### src/rtl/instr_decode_stage.sv
// Instruction-decode stage: splits opcode/register fields, gathers a trailing
// immediate word for immediate-class opcodes, and emits one decoded instruction per handshake.
module instr_decode_stage #(
  parameter int                      INSTR_W    = 8,
  parameter int                      OPC_W      = 4,
  parameter int                      REG_W      = 2,
  parameter int                      DATA_W     = 8,
  parameter int                      PC_W       = 8,
  parameter logic [PC_W-1:0]         RESET_PC   = '0,
  parameter logic [(2**OPC_W)-1:0]   IMM_MASK   = 16'h000C,
  parameter logic [(2**OPC_W)-1:0]   LEGAL_MASK = 16'hFFFF,
  parameter bit                      IMM_SIGNED = 1'b0
) (
  input  logic               clk,
  input  logic               rst_n,
  input  logic               in_valid,
  input  logic [INSTR_W-1:0] in_word,
  output logic               in_ready,
  input  logic               flush,
  input  logic [PC_W-1:0]    flush_pc,
  output logic               out_valid,
  input  logic               out_ready,
  output logic [OPC_W-1:0]   out_opcode,
  output logic [REG_W-1:0]   out_rd,
  output logic [REG_W-1:0]   out_rs,
  output logic [DATA_W-1:0]  out_imm,
  output logic [PC_W-1:0]    out_pc,
  output logic               out_illegal
);

  if (OPC_W + 2*REG_W > INSTR_W) begin : g_bad_fields
    $error("instr_decode_stage: opcode and register fields overlap");
  end
  if (DATA_W < INSTR_W) begin : g_bad_data_w
    $error("instr_decode_stage: DATA_W must be >= INSTR_W");
  end

  typedef enum logic {S_OP, S_IMM} state_t;

  state_t             state_q;
  logic [PC_W-1:0]    pc_q;
  logic               out_valid_q, out_ill_q;
  logic [OPC_W-1:0]   out_opc_q;
  logic [REG_W-1:0]   out_rd_q, out_rs_q;
  logic [DATA_W-1:0]  out_imm_q;
  logic [PC_W-1:0]    out_pc_q;
  logic [OPC_W-1:0]   hold_opc_q;
  logic [REG_W-1:0]   hold_rd_q, hold_rs_q;
  logic               hold_ill_q;
  logic [PC_W-1:0]    hold_pc_q;

  logic               accept;
  logic [OPC_W-1:0]   dec_opc;
  logic [REG_W-1:0]   dec_rd, dec_rs;
  logic               dec_imm, dec_ill;
  logic [DATA_W-1:0]  imm_ext;

  assign in_ready = !flush && (!out_valid_q || out_ready);
  assign accept   = in_valid && in_ready;
  assign dec_opc  = in_word[INSTR_W-1 -: OPC_W];
  assign dec_rd   = in_word[2*REG_W-1:REG_W];
  assign dec_rs   = in_word[REG_W-1:0];
  assign dec_imm  = IMM_MASK[dec_opc];
  assign dec_ill  = !LEGAL_MASK[dec_opc];

  // Fill the upper bits first so DATA_W == INSTR_W needs no special case.
  always_comb begin
    imm_ext                = {DATA_W{IMM_SIGNED && in_word[INSTR_W-1]}};
    imm_ext[INSTR_W-1:0]   = in_word;
  end

  always_ff @(posedge clk or negedge rst_n) begin
    if (!rst_n) begin
      state_q     <= S_OP;
      pc_q        <= RESET_PC;
      out_valid_q <= 1'b0;
      out_opc_q   <= '0;
      out_rd_q    <= '0;
      out_rs_q    <= '0;
      out_imm_q   <= '0;
      out_pc_q    <= RESET_PC;
      out_ill_q   <= 1'b0;
      hold_opc_q  <= '0;
      hold_rd_q   <= '0;
      hold_rs_q   <= '0;
      hold_ill_q  <= 1'b0;
      hold_pc_q   <= '0;
    end else if (flush) begin
      state_q     <= S_OP;
      pc_q        <= flush_pc;
      out_valid_q <= 1'b0;
      hold_opc_q  <= '0;
      hold_rd_q   <= '0;
      hold_rs_q   <= '0;
      hold_ill_q  <= 1'b0;
      hold_pc_q   <= '0;
    end else if (accept) begin
      pc_q <= pc_q + PC_W'(1);
      unique case (state_q)
        S_OP: begin
          if (dec_imm) begin
            // Park the opcode fields; the output register can only drain here.
            hold_opc_q  <= dec_opc;
            hold_rd_q   <= dec_rd;
            hold_rs_q   <= dec_rs;
            hold_ill_q  <= dec_ill;
            hold_pc_q   <= pc_q;
            out_valid_q <= 1'b0;
            state_q     <= S_IMM;
          end else begin
            out_valid_q <= 1'b1;
            out_opc_q   <= dec_opc;
            out_rd_q    <= dec_rd;
            out_rs_q    <= dec_rs;
            out_imm_q   <= '0;
            out_pc_q    <= pc_q;
            out_ill_q   <= dec_ill;
          end
        end
        S_IMM: begin
          out_valid_q <= 1'b1;
          out_opc_q   <= hold_opc_q;
          out_rd_q    <= hold_rd_q;
          out_rs_q    <= hold_rs_q;
          out_imm_q   <= imm_ext;
          out_pc_q    <= hold_pc_q;
          out_ill_q   <= hold_ill_q;
          state_q     <= S_OP;
        end
        default: state_q <= S_OP;
      endcase
    end else if (out_ready) begin
      out_valid_q <= 1'b0;
    end
  end

  assign out_valid   = out_valid_q;
  assign out_opcode  = out_opc_q;
  assign out_rd      = out_rd_q;
  assign out_rs      = out_rs_q;
  assign out_imm     = out_imm_q;
  assign out_pc      = out_pc_q;
  assign out_illegal = out_ill_q;

endmodule
### config.mk
export PLATFORM = sky130hd
export DESIGN_NAME = instr_decode_stage
export DESIGN_NICKNAME = d
export VERILOG_FILES = /design/src/rtl/instr_decode_stage.sv
export SDC_FILE = /design/constraint.sdc
export NUM_CORES = 1
export LEC_CHECK = 0
export CAP_MARGIN = 30
export CORE_UTILIZATION = 30
export DETAILED_ROUTE_END_ITERATION = 6
export GPL_ROUTABILITY_DRIVEN = 0
export GPL_TIMING_DRIVEN = 0
export PLACE_DENSITY_LB_ADDON = 0.12
export SYNTH_ARGS = -nofsm -noshare
export SYNTH_HDL_FRONTEND = slang
export SYNTH_SLANG_ARGS = --single-unit
### constraint.sdc
create_clock -name clk -period 3.2 [get_ports clk]
set_input_delay 0.64 -clock clk [delete_from_list [all_inputs] [get_ports clk]]
set_output_delay 0.64 -clock clk [all_outputs]
set_load 0.1 [all_outputs]
# --- Word level (Yosys, flattened, before mapping) ---
# Memories as Yosys holds them, arrays and structs flattened.
# Cells that the tools add are included.
totals:
  register_bits: 52
  mem_bits_ro: 32
  wordCells: 78
  n_memories: 2
memory_table:
  columns: ["memory", "depth", "width", "rd", "rd_ports_with_merged_regs", "write_ports", "line_no", "source"]
  rows:
  - ["(no name shown)", 16, 1, 1, 0, 0, "64", "assign dec_ill = !LEGAL_MASK[dec_opc];"]
  - ["(no name shown)", 16, 1, 1, 0, 0, "63", "assign dec_imm = IMM_MASK[dec_opc];"]
classes:
  addsub: 1
  n_lt_le_gt_ge: 1
  eq_ne: 2
  muxes: 45
  bitwise_logic: 2
  n_reduce_logical: 11
op_table:
  columns: ["operator", "count"]
  rows:
  - ["8-bit 2-to-1 mux", 8]
  - ["8-bit case mux with 2 select lines", 2]
  - ["2-bit 2-to-1 mux", 10]
  - ["4-bit 2-to-1 mux", 5]
  - ["1-bit 2-to-1 mux", 14]
  - ["8-bit by 1-bit adder with 8-bit output (second input constant)", 1]
  - ["2-bit case mux with 2 select lines", 2]
  - ["4-bit case mux with 2 select lines", 1]
  - ["1-bit case mux with 2 select lines", 3]
  - ["3-bit AND reduction", 2]
  - ["4-bit by 5-bit < comparator with 1-bit output (second input constant)", 1]
  - ["2-bit inequality test (second input constant)", 2]
  - ["2-bit nonzero test", 2]
  - ["1-bit logical NOT", 3]
  - ["3-bit nonzero test", 1]
  - ["1-bit logical AND", 2]
  - ["1-bit inverter", 2]
  - ["1-bit logical OR", 1]

# --- Logic depth before layout (Yosys ltp) ---
# Gate-level depths: netlist of run 1.
depth:
  depth_word: 7
  mapped_depth: 6
  ltp_nobuf: 5

# --- Least setup slack after synthesis of run 1 ---
# Ideal clock, no wire load.
synth_path:
  path_type: "register to output"
  from: "register out_valid_q, in the netlist out_valid"
  to: "output port in_ready"
  t_arrival_ns: 2.445
  t_required_ns: 2.560
  setup_slack_ns: 0.115
  stages_incl_launch_ff: 4
  cell_sequence: "dfrtp_1 > nor2b_1 > clkbuf_1 > nor2_1"
synth_via:
  elab_chain_len: 3
synth_rtl:
  columns: ["item", "line_no", "source"]
  rows:
  - ["from (decl)", "42", "logic out_valid_q, out_ill_q;"]
  - ["from (signal assigned)", "76", "out_valid_q <= 1'b0;"]
  - ["from (signal assigned)", "91", "out_valid_q <= 1'b0;"]
  - ["from (signal assigned)", "108", "out_valid_q <= 1'b0;"]
  - ["1-bit logical NOT", "58", "assign in_ready = !flush && (!out_valid_q || out_ready);"]
  - ["1-bit logical OR", "58", null]
  - ["1-bit logical AND", "58", null]
  - ["to (decl)", "18", "output logic in_ready,"]
# No other way between the ends.

# --- Worst setup path after layout of run 1 ---
layout_path:
  from: "input port flush"
  to: "output port in_ready"
layout_via:
  elab_chain_len: 2
layout_rtl:
  columns: ["item", "line_no", "source"]
  rows:
  - ["from (decl)", "19", "input logic flush,"]
  - ["1-bit logical NOT", "58", null]
  - ["1-bit logical AND", "58", null]
# No other way between the ends.

==> summary.txt, run 1 <==
Detailed routing
  – DRC violation total after the first TritonRoute iteration: 19
  – Routed length per placed instance: 14.07 um
  – Count of TritonRoute iterations in the first routing pass: 4
  – Total routed wirelength: about 5000 um
  – Number of vias per cell after detailed routing: around 4.5
  – DRT antenna net count: 0
  – # DRC: 0
  – Total via count in the routed design: 1,651

Power and ir drop
  – Leak: between 1 and 1.5 nW
  – VDD IR-drop max: 0.2212 mV
  – Internal Power: 0.0009847 W
  – Switch Pwr: 0.0006810 W
  – P per Cell Area: approximately 560 nW/um^2
  – Register share of total power: 0.439
  – Part of the power in the clock network: 0.211
  – Combinational fraction of design power: 0.351
  – Switching part of the total power: 0.4088
  – Total power: 0.001666 W

Placed design
  – Quantity of I/O buffers inserted on ports: 45
  – Number of placed cells counting well taps: ~360
  – Placed wire-length estimate: 3636 um

Worst setup path
  – Critical register-to-register path startpoint: out_valid
  – Series of cell instances along the critical path: clkdlybuf4s50_1 > clkbuf_2 > nor2_1 > clkdlybuf4s15_2
  – Crit-path slowest cell: sky130_fd_sc_hd__clkdlybuf4s50_1
  – Required @ worst endpoint: between 2000 and 3000 ps
  – Arrival time of data at the critical path endpoint: roughly 2400 ps
  – Cells on worst reg2reg path: 6
  – Endpoint class of the critical path: output pin
  – Setup CP Type: primary input to output pin
  – R2R Setup Slk: around 1400 ps
  – Worst Path Max Fanout: 11
  – Element type at the critical path start: primary input
  – Crit path largest cell delay: roughly 620 ps
  – RR Endpoint: out_imm[2]

Yosys
  – Syn nets: between 200 and 250
  – Synthesized area: 2287 um^2
  – Cells after Synth: between 200 and 250
  – Area share of the largest cell type after synthesis: 0.5470
  – Yosys warnings: 0
  – Library cell with the largest summed area after synthesis: sky130_fd_sc_hd__dfrtp_1
  – Leading post-synthesis cells by cell area: sky130_fd_sc_hd__dfrtp_1 (55%), sky130_fd_sc_hd__mux2i_1 (13%), sky130_fd_sc_hd__nor2_1 (5.1%), sky130_fd_sc_hd__a21oi_1 (4.2%), sky130_fd_sc_hd__nor4b_4 (2.1%)
  – Synthesis-stage register bit count: 50
  – Register area share after synthesis: 0.5470
  – Post-synthesis cell type count: 32
  – Mean cell area of the mapped netlist: 10.69 um^2

Clock network
  – Sink count of the clock tree: 50
  – Clock tree root buffer cell: sky130_fd_sc_hd__clkbuf_8
  – Hold buffers post-CTS: 0
  – CTS tree: yes
  – Total CTS buffers: 5
  – Clock edge transition at the registers on the reported setup and hold paths: around 90 ps
  – Clock Path Buffers: 2
  – H-tree Lvls: 2
  – Skew-Pair Late Insertion Delay: 300 ps

Outcome
  – Result of the run: finished clean

Finish
  – P&R area growth vs syn: 29.16%
  – Most used cells in the layout excluding fill and tap cells: sky130_fd_sc_hd__dfrtp_1 (50), sky130_fd_sc_hd__clkdlybuf4s50_1 (43), sky130_fd_sc_hd__nor2_1 (31)
  – Area occupied by multi-input gates: between 900 and 1000 um^2
  – Final cell count without fillers: 365
  – Leading cell type in the layout, fill and taps excluded: sky130_fd_sc_hd__dfrtp_1
  – Fraction of layout cells with a size suffix above 1: 0.07895
  – Seq. cell area: roughly 1300 um^2
  – Nets: between 200 and 300
  – # fillers: ~800
  – Antenna diode count: 0

Die
  – Std-Cell Rows: 31
  – Die X: ~89 um
  – Die height: 89.32 um
  – Total die area: ~8000 um^2
  – Core area: roughly 7300 um^2
  – Starting Density: 0.3137
  – Total I/O pin count: 48

Global routing
  – Initial antenna violation count: 0
  – Overall overflow remaining after global route: 0
  – Overall routing resource usage: 0.1511
  – Global-route wire length before repair: between 8000 and 9000 um
  – Maximum number of pins on one net before global-route repair: 29
  – Number of global-route vias before repair: approximately 1,800

Timing
  – Setup repair after global routing missed its margin: no
  – Time the worst path needs with I/O delays and setup: ~3000 ps
  – Max Clock Skew: 6.074 ps
  – Remaining max-slew budget at the tightest pin: 0.3487
  – Pin slew with the least headroom to its limit: 974.0 ps
  – Highest achievable clock rate: around 330 MHz
  – Final setup violation count: 0
  – Number of endpoints with negative hold slack in the final report: 0
  – Number of max-slew violations in the final report: 0
  – Hold slack: between 300 and 400 ps
  – Final worst path period share: 0.9335

Job
  – Max-Cap Viols: 0

Hold path
  – Tightest Hold Check Type: primary input to async pin
-- synthesized netlist by cell type --
cell type                  count
sky130_fd_sc_hd__dfrtp_1      50
sky130_fd_sc_hd__nor2_1       31
sky130_fd_sc_hd__mux2i_1      30
sky130_fd_sc_hd__a21oi_1      19
sky130_fd_sc_hd__nand2_1      12
sky130_fd_sc_hd__o21ai_0       9
sky130_fd_sc_hd__clkbuf_1      7
sky130_fd_sc_hd__inv_1         7
sky130_fd_sc_hd__nand3_1       7
sky130_fd_sc_hd__buf_2         4
sky130_fd_sc_hd__xnor2_1       4
sky130_fd_sc_hd__a22o_1        3
sky130_fd_sc_hd__nand2b_1      3
sky130_fd_sc_hd__o21ai_1       3
sky130_fd_sc_hd__and3b_1       2
sky130_fd_sc_hd__buf_6         2
sky130_fd_sc_hd__nand4_1       2
sky130_fd_sc_hd__nor3_1        2
sky130_fd_sc_hd__nor4b_4       2
sky130_fd_sc_hd__o31a_1        2
sky130_fd_sc_hd__xor2_1        2
sky130_fd_sc_hd__and3_1        1
sky130_fd_sc_hd__buf_1         1
sky130_fd_sc_hd__buf_4         1
sky130_fd_sc_hd__conb_1        1
sky130_fd_sc_hd__ha_1          1
sky130_fd_sc_hd__nand3_4       1
sky130_fd_sc_hd__nor2b_1       1
sky130_fd_sc_hd__nor3b_1       1
sky130_fd_sc_hd__nor4_1        1
sky130_fd_sc_hd__nor4b_1       1
sky130_fd_sc_hd__or3_1         1
-- worst max-delay path: cells and delay by family --
kind,cells,cell delay (ps)
buffers and inverters,3,1520
and+or+nand+nor,1,180
-- layer usage --
metal	global-route usage	routed length, um
met1	0.2027	2524
met2	0.2457	2381
met3	0.03693	200
met4	0.03896	27
met5	0	0
-- power groups by stage --
stage               combinational (W)  sequential [W]  clock (W)
global placement             0.000584        0.000744          0
CTS                          0.000590        0.000732   0.000370
detailed placement           0.000588        0.000745          0
finish                       0.000584        0.000731   0.000351
global route                 0.000618        0.000740   0.000393
floorplan                    0.000120         0.00104          0
-- cell type report --
cell class / count / share of cell area
flip-flops and latches: 50 / 0.4235
clock buffers: 5 / 0.02330
inverters: 7 / 0.008895
clock inverters: 2 / 0.003388
repair buffers: 46 / 0.1580
well taps: 99 / 0.04193
plain buffers: 14 / 0.02626
multi-input cells: 142 / 0.3147
-- per-stage QoR --
stage	TNS (ps)	area, um^2	setup slack (ps)	utilization
global route	0	2954	71.24	0.4051
CTS	0	2958	86.10	0.4056
finish	0	2954	212.9	0.4051
floorplan	0	2287	114.8	-
detailed placement	-598.9	2877	-598.9	0.3945
global placement	-6957	2861	-591.8	0.3924
-- repair_timing --
item	CTS	global route
hold endpoints to repair	0	0
setup endpoints to repair	1	1
gates resized for setup	4	0
buffers inserted	0	0
-- sequential cells by signal, indices dropped and copies added, names as in the netlist --
| register | cells |
|---|---|
| out_rs | 2 |
| pc_q | 8 |
| out_pc | 8 |
| out_opcode | 4 |
| hold_pc_q | 8 |
| out_valid | 1 |
| hold_rd_q | 2 |
| hold_rs_q | 2 |
| state_q | 1 |
| hold_opc_q | 4 |
| out_imm | 8 |
| out_rd | 2 |
-- cells by family after synthesis --
| family | synth area share |
|---|---|
| buffers and inverters | 0.04650 |
| flip-flops | 0.5470 |
| AO/OA/AOI/OAI | 0.08698 |
| adder cells (fa/ha/maj) | 0.005470 |
| multiplexers | 0.1313 |
| AND/OR/NAND/NOR | 0.1581 |
| XOR/XNOR | 0.02298 |
| other | 0.001640 |
-- worst max-delay path by stage --
stage | start | endpoint | slack, ps
2_1_floorplan | out_valid | in_ready | 110
3_3_place_gp | flush | in_ready | -590
3_5_place_dp | flush | in_ready | -600
4_1_cts | flush | in_ready | 90
5_1_grt | flush | in_ready | 70
6_report | flush | in_ready | 210
Power figures use the tool's default switching activity.
==> run 2: changes to the inputs <==
Settings changed: CAP_MARGIN 30 to 20, MAX_ROUTING_LAYER from default to met4, SKIP_LAST_GASP from default to 1.
==> run 2 against run 1 <==
Compared with the run above:
- first-iteration DRC count up 79%
- power about the same
- maximum frequency up 0.31%
- combinational power about the same
- worst setup slack better by 9.3 ps
- wire length about the same
- critical path type unchanged
- critical endpoint unchanged
- largest cell class unchanged
==> summary.txt, run 2 (synthesis gave the netlist of run 1 again) <==
Worst setup path
  – Setup CP Type: primary input to output pin
  – Endpoint class of the critical path: output pin
  – Series of cell instances along the critical path: clkdlybuf4s50_1 > clkbuf_2 > nor2_1 > clkdlybuf4s15_2
  – Crit-path slowest cell: sky130_fd_sc_hd__clkdlybuf4s50_1
  – Required @ worst endpoint: 2560 ps (about the same)
  – Worst Path Max Fanout: 11 (unchanged)
  – Element type at the critical path start: primary input
  – Cells on worst reg2reg path: 6 (unchanged)
  – Crit path largest cell delay: 630 ps (about the same)
  – Arrival time of data at the critical path endpoint: 2340 ps (about the same)

Timing
  – Number of max-slew violations in the final report: 0 (unchanged)
  – Setup repair after global routing missed its margin: no
  – Highest achievable clock rate: 335.8 MHz (+0.31%)
  – Remaining max-slew budget at the tightest pin: 0.3487 (about the same)
  – Pin slew with the least headroom to its limit: 974.0 ps (-0.004649 ps)
  – Final worst path period share: 0.9306 (-0.002896)
  – Max Clock Skew: 4.591 ps (-1.483 ps)
  – Final setup violation count: 0 (unchanged)
  – Time the worst path needs with I/O delays and setup: 2978 ps (-9.268 ps)
  – Number of endpoints with negative hold slack in the final report: 0 (unchanged)

Detailed routing
  – Count of TritonRoute iterations in the first routing pass: 4 (unchanged)
  – Total via count in the routed design: 1,636 (-0.91%)
  – DRC violation total after the first TritonRoute iteration: 34 (+15)
  – DRT antenna net count: 0 (unchanged)
  – Routed length per placed instance: 14.06 um (about the same)
  – Number of vias per cell after detailed routing: 4.482 (-0.91%)
  – # DRC: 0 (unchanged)
  – Total routed wirelength: 5131 um (about the same)

Clock network
  – CTS tree: yes
  – Setup fix buffers added after clock tree synthesis: 0 (unchanged)
  – Sink count of the clock tree: 50 (unchanged)
  – Clock tree root buffer cell: sky130_fd_sc_hd__clkbuf_8
  – H-tree Lvls: 2 (unchanged)
  – Clock Path Buffers: 2 (unchanged)
  – Skew-Pair Late Insertion Delay: 300 ps (about the same)
  – Clock edge transition at the registers on the reported setup and hold paths: 90 ps (about the same)
  – Hold buffers post-CTS: 0 (unchanged)
  – Total CTS buffers: 5 (unchanged)

Finish
  – Most used cells in the layout excluding fill and tap cells: sky130_fd_sc_hd__dfrtp_1 (50), sky130_fd_sc_hd__clkdlybuf4s50_1 (43), sky130_fd_sc_hd__nor2_1 (31)
  – Nets: 288 (unchanged)
  – # fillers: 783 (unchanged)
  – Leading cell type in the layout, fill and taps excluded: sky130_fd_sc_hd__dfrtp_1
  – P&R area growth vs syn: 29.16% (unchanged)
  – Antenna diode count: 0 (unchanged)
  – Fraction of layout cells with a size suffix above 1: 0.07895 (unchanged)
  – Area of all placed cells without fillers: 2954 um^2 (unchanged)

Global routing
  – Initial antenna violation count: 0 (unchanged)
  – Overall overflow remaining after global route: 0 (unchanged)
  – Number of global-route vias before repair: 1,742 (-0.51%)
  – Maximum number of pins on one net before global-route repair: 29 (unchanged)
  – Global-route wire length before repair: 8866 um (about the same)
  – Overall routing resource usage: 0.1567 (+0.005528)

Die
  – Std-Cell Rows: 31 (unchanged)
  – Die X: 89.32 um (unchanged)
  – Die height: 89.32 um (unchanged)
  – Total I/O pin count: 48 (unchanged)
  – Core area: 7292 um^2 (unchanged)
  – Starting Density: 0.3137 (unchanged)
  – Total die area: 7977 um^2 (unchanged)

Hold path
  – Tightest Hold Check Type: primary input to async pin

Placed design
  – Cell Area, Placed: 2877 um^2 (unchanged)
  – Quantity of I/O buffers inserted on ports: 45 (unchanged)
  – Placed wire-length estimate: 3636 um (unchanged)

Power and ir drop
  – Leak: 1.300 nW (unchanged)
  – Total power: 0.001667 W (about the same)
  – VDD IR-drop max: 0.2207 mV (-0.22%)
  – P per Cell Area: 564.3 nW/um^2 (about the same)

Job
  – Max-Cap Viols: 0 (unchanged)

Outcome
  – Result of the run: finished clean
-- run 2: path summary, 6_finish.rpt --
kind	startpoint	end	slack (ps)
setup / recovery	flush	in_ready	220
hold / removal	rst_n	out_imm[7]	360
setup reg to reg	out_valid	out_imm[3]	1380
hold reg to reg	hold_opc_q[1]	hold_opc_q[1]	510
max in group asynchronous	rst_n	hold_rs_q[0]	2280
min in group clk	hold_opc_q[1]	hold_opc_q[1]	510
-- run 2: metrics by stage --
stage / utilization / hold slack [ps] / TNS [ps] / setup WS [ps] / std cells
final: 0.4051 / 361.3 / 0 / 222.2 / 365
after global routing: 0.4051 / 417.5 / 0 / 52.34 / 365
after CTS: 0.4056 / 382.2 / 0 / 86.10 / 366
after detailed placement: 0.3945 / 500.9 / -598.9 / -598.9 / 359
after global placement: 0.3924 / 500.6 / -6957 / -591.8 / 358
after floorplan: - / 344.4 / 0 / 114.8 / 214
-- run 2: cell type report --
| type | count | area, um^2 | share of cell area |
|---|---|---|---|
| clock inverter | 2 | 10.01 | 0.003388 |
| multi-input combinational | 142 | 929.6 | 0.3147 |
| timing repair buffer | 46 | 466.7 | 0.1580 |
| sequential | 50 | 1251 | 0.4235 |
| tap | 99 | 123.9 | 0.04193 |
| clock buffer | 5 | 68.82 | 0.02330 |
| inverter | 7 | 26.28 | 0.008895 |
| buffer | 14 | 77.57 | 0.02626 |
-- run 2: routing by layer --
layer / wire [um] / up-vias / GRT usage
met1: 2555 / 768 / 0.2091
met4: 25 / 0 / 0.03896
li1: - / 830 / -
met3: 201 / 3 / 0.03693
met5: 0 / - / -
met2: 2348 / 35 / 0.2408
-- run 2: worst max-delay path, delay by kind of cell --
| family | cells | cell delay [ps] |
|---|---|---|
| simple gates | 1 | 170 |
| buf+inv | 3 | 1520 |
-- run 2: repair_timing --
item                       in CTS  in global routing
gates cloned                    0                  0
setup endpoints to repair       1                  1
gates resized for setup         4                  0
-- run 2: report_power, final --
part           switching, W  internal (W)
sequential        0.0000427      0.000688
combinational      0.000434      0.000150
clock              0.000205      0.000147
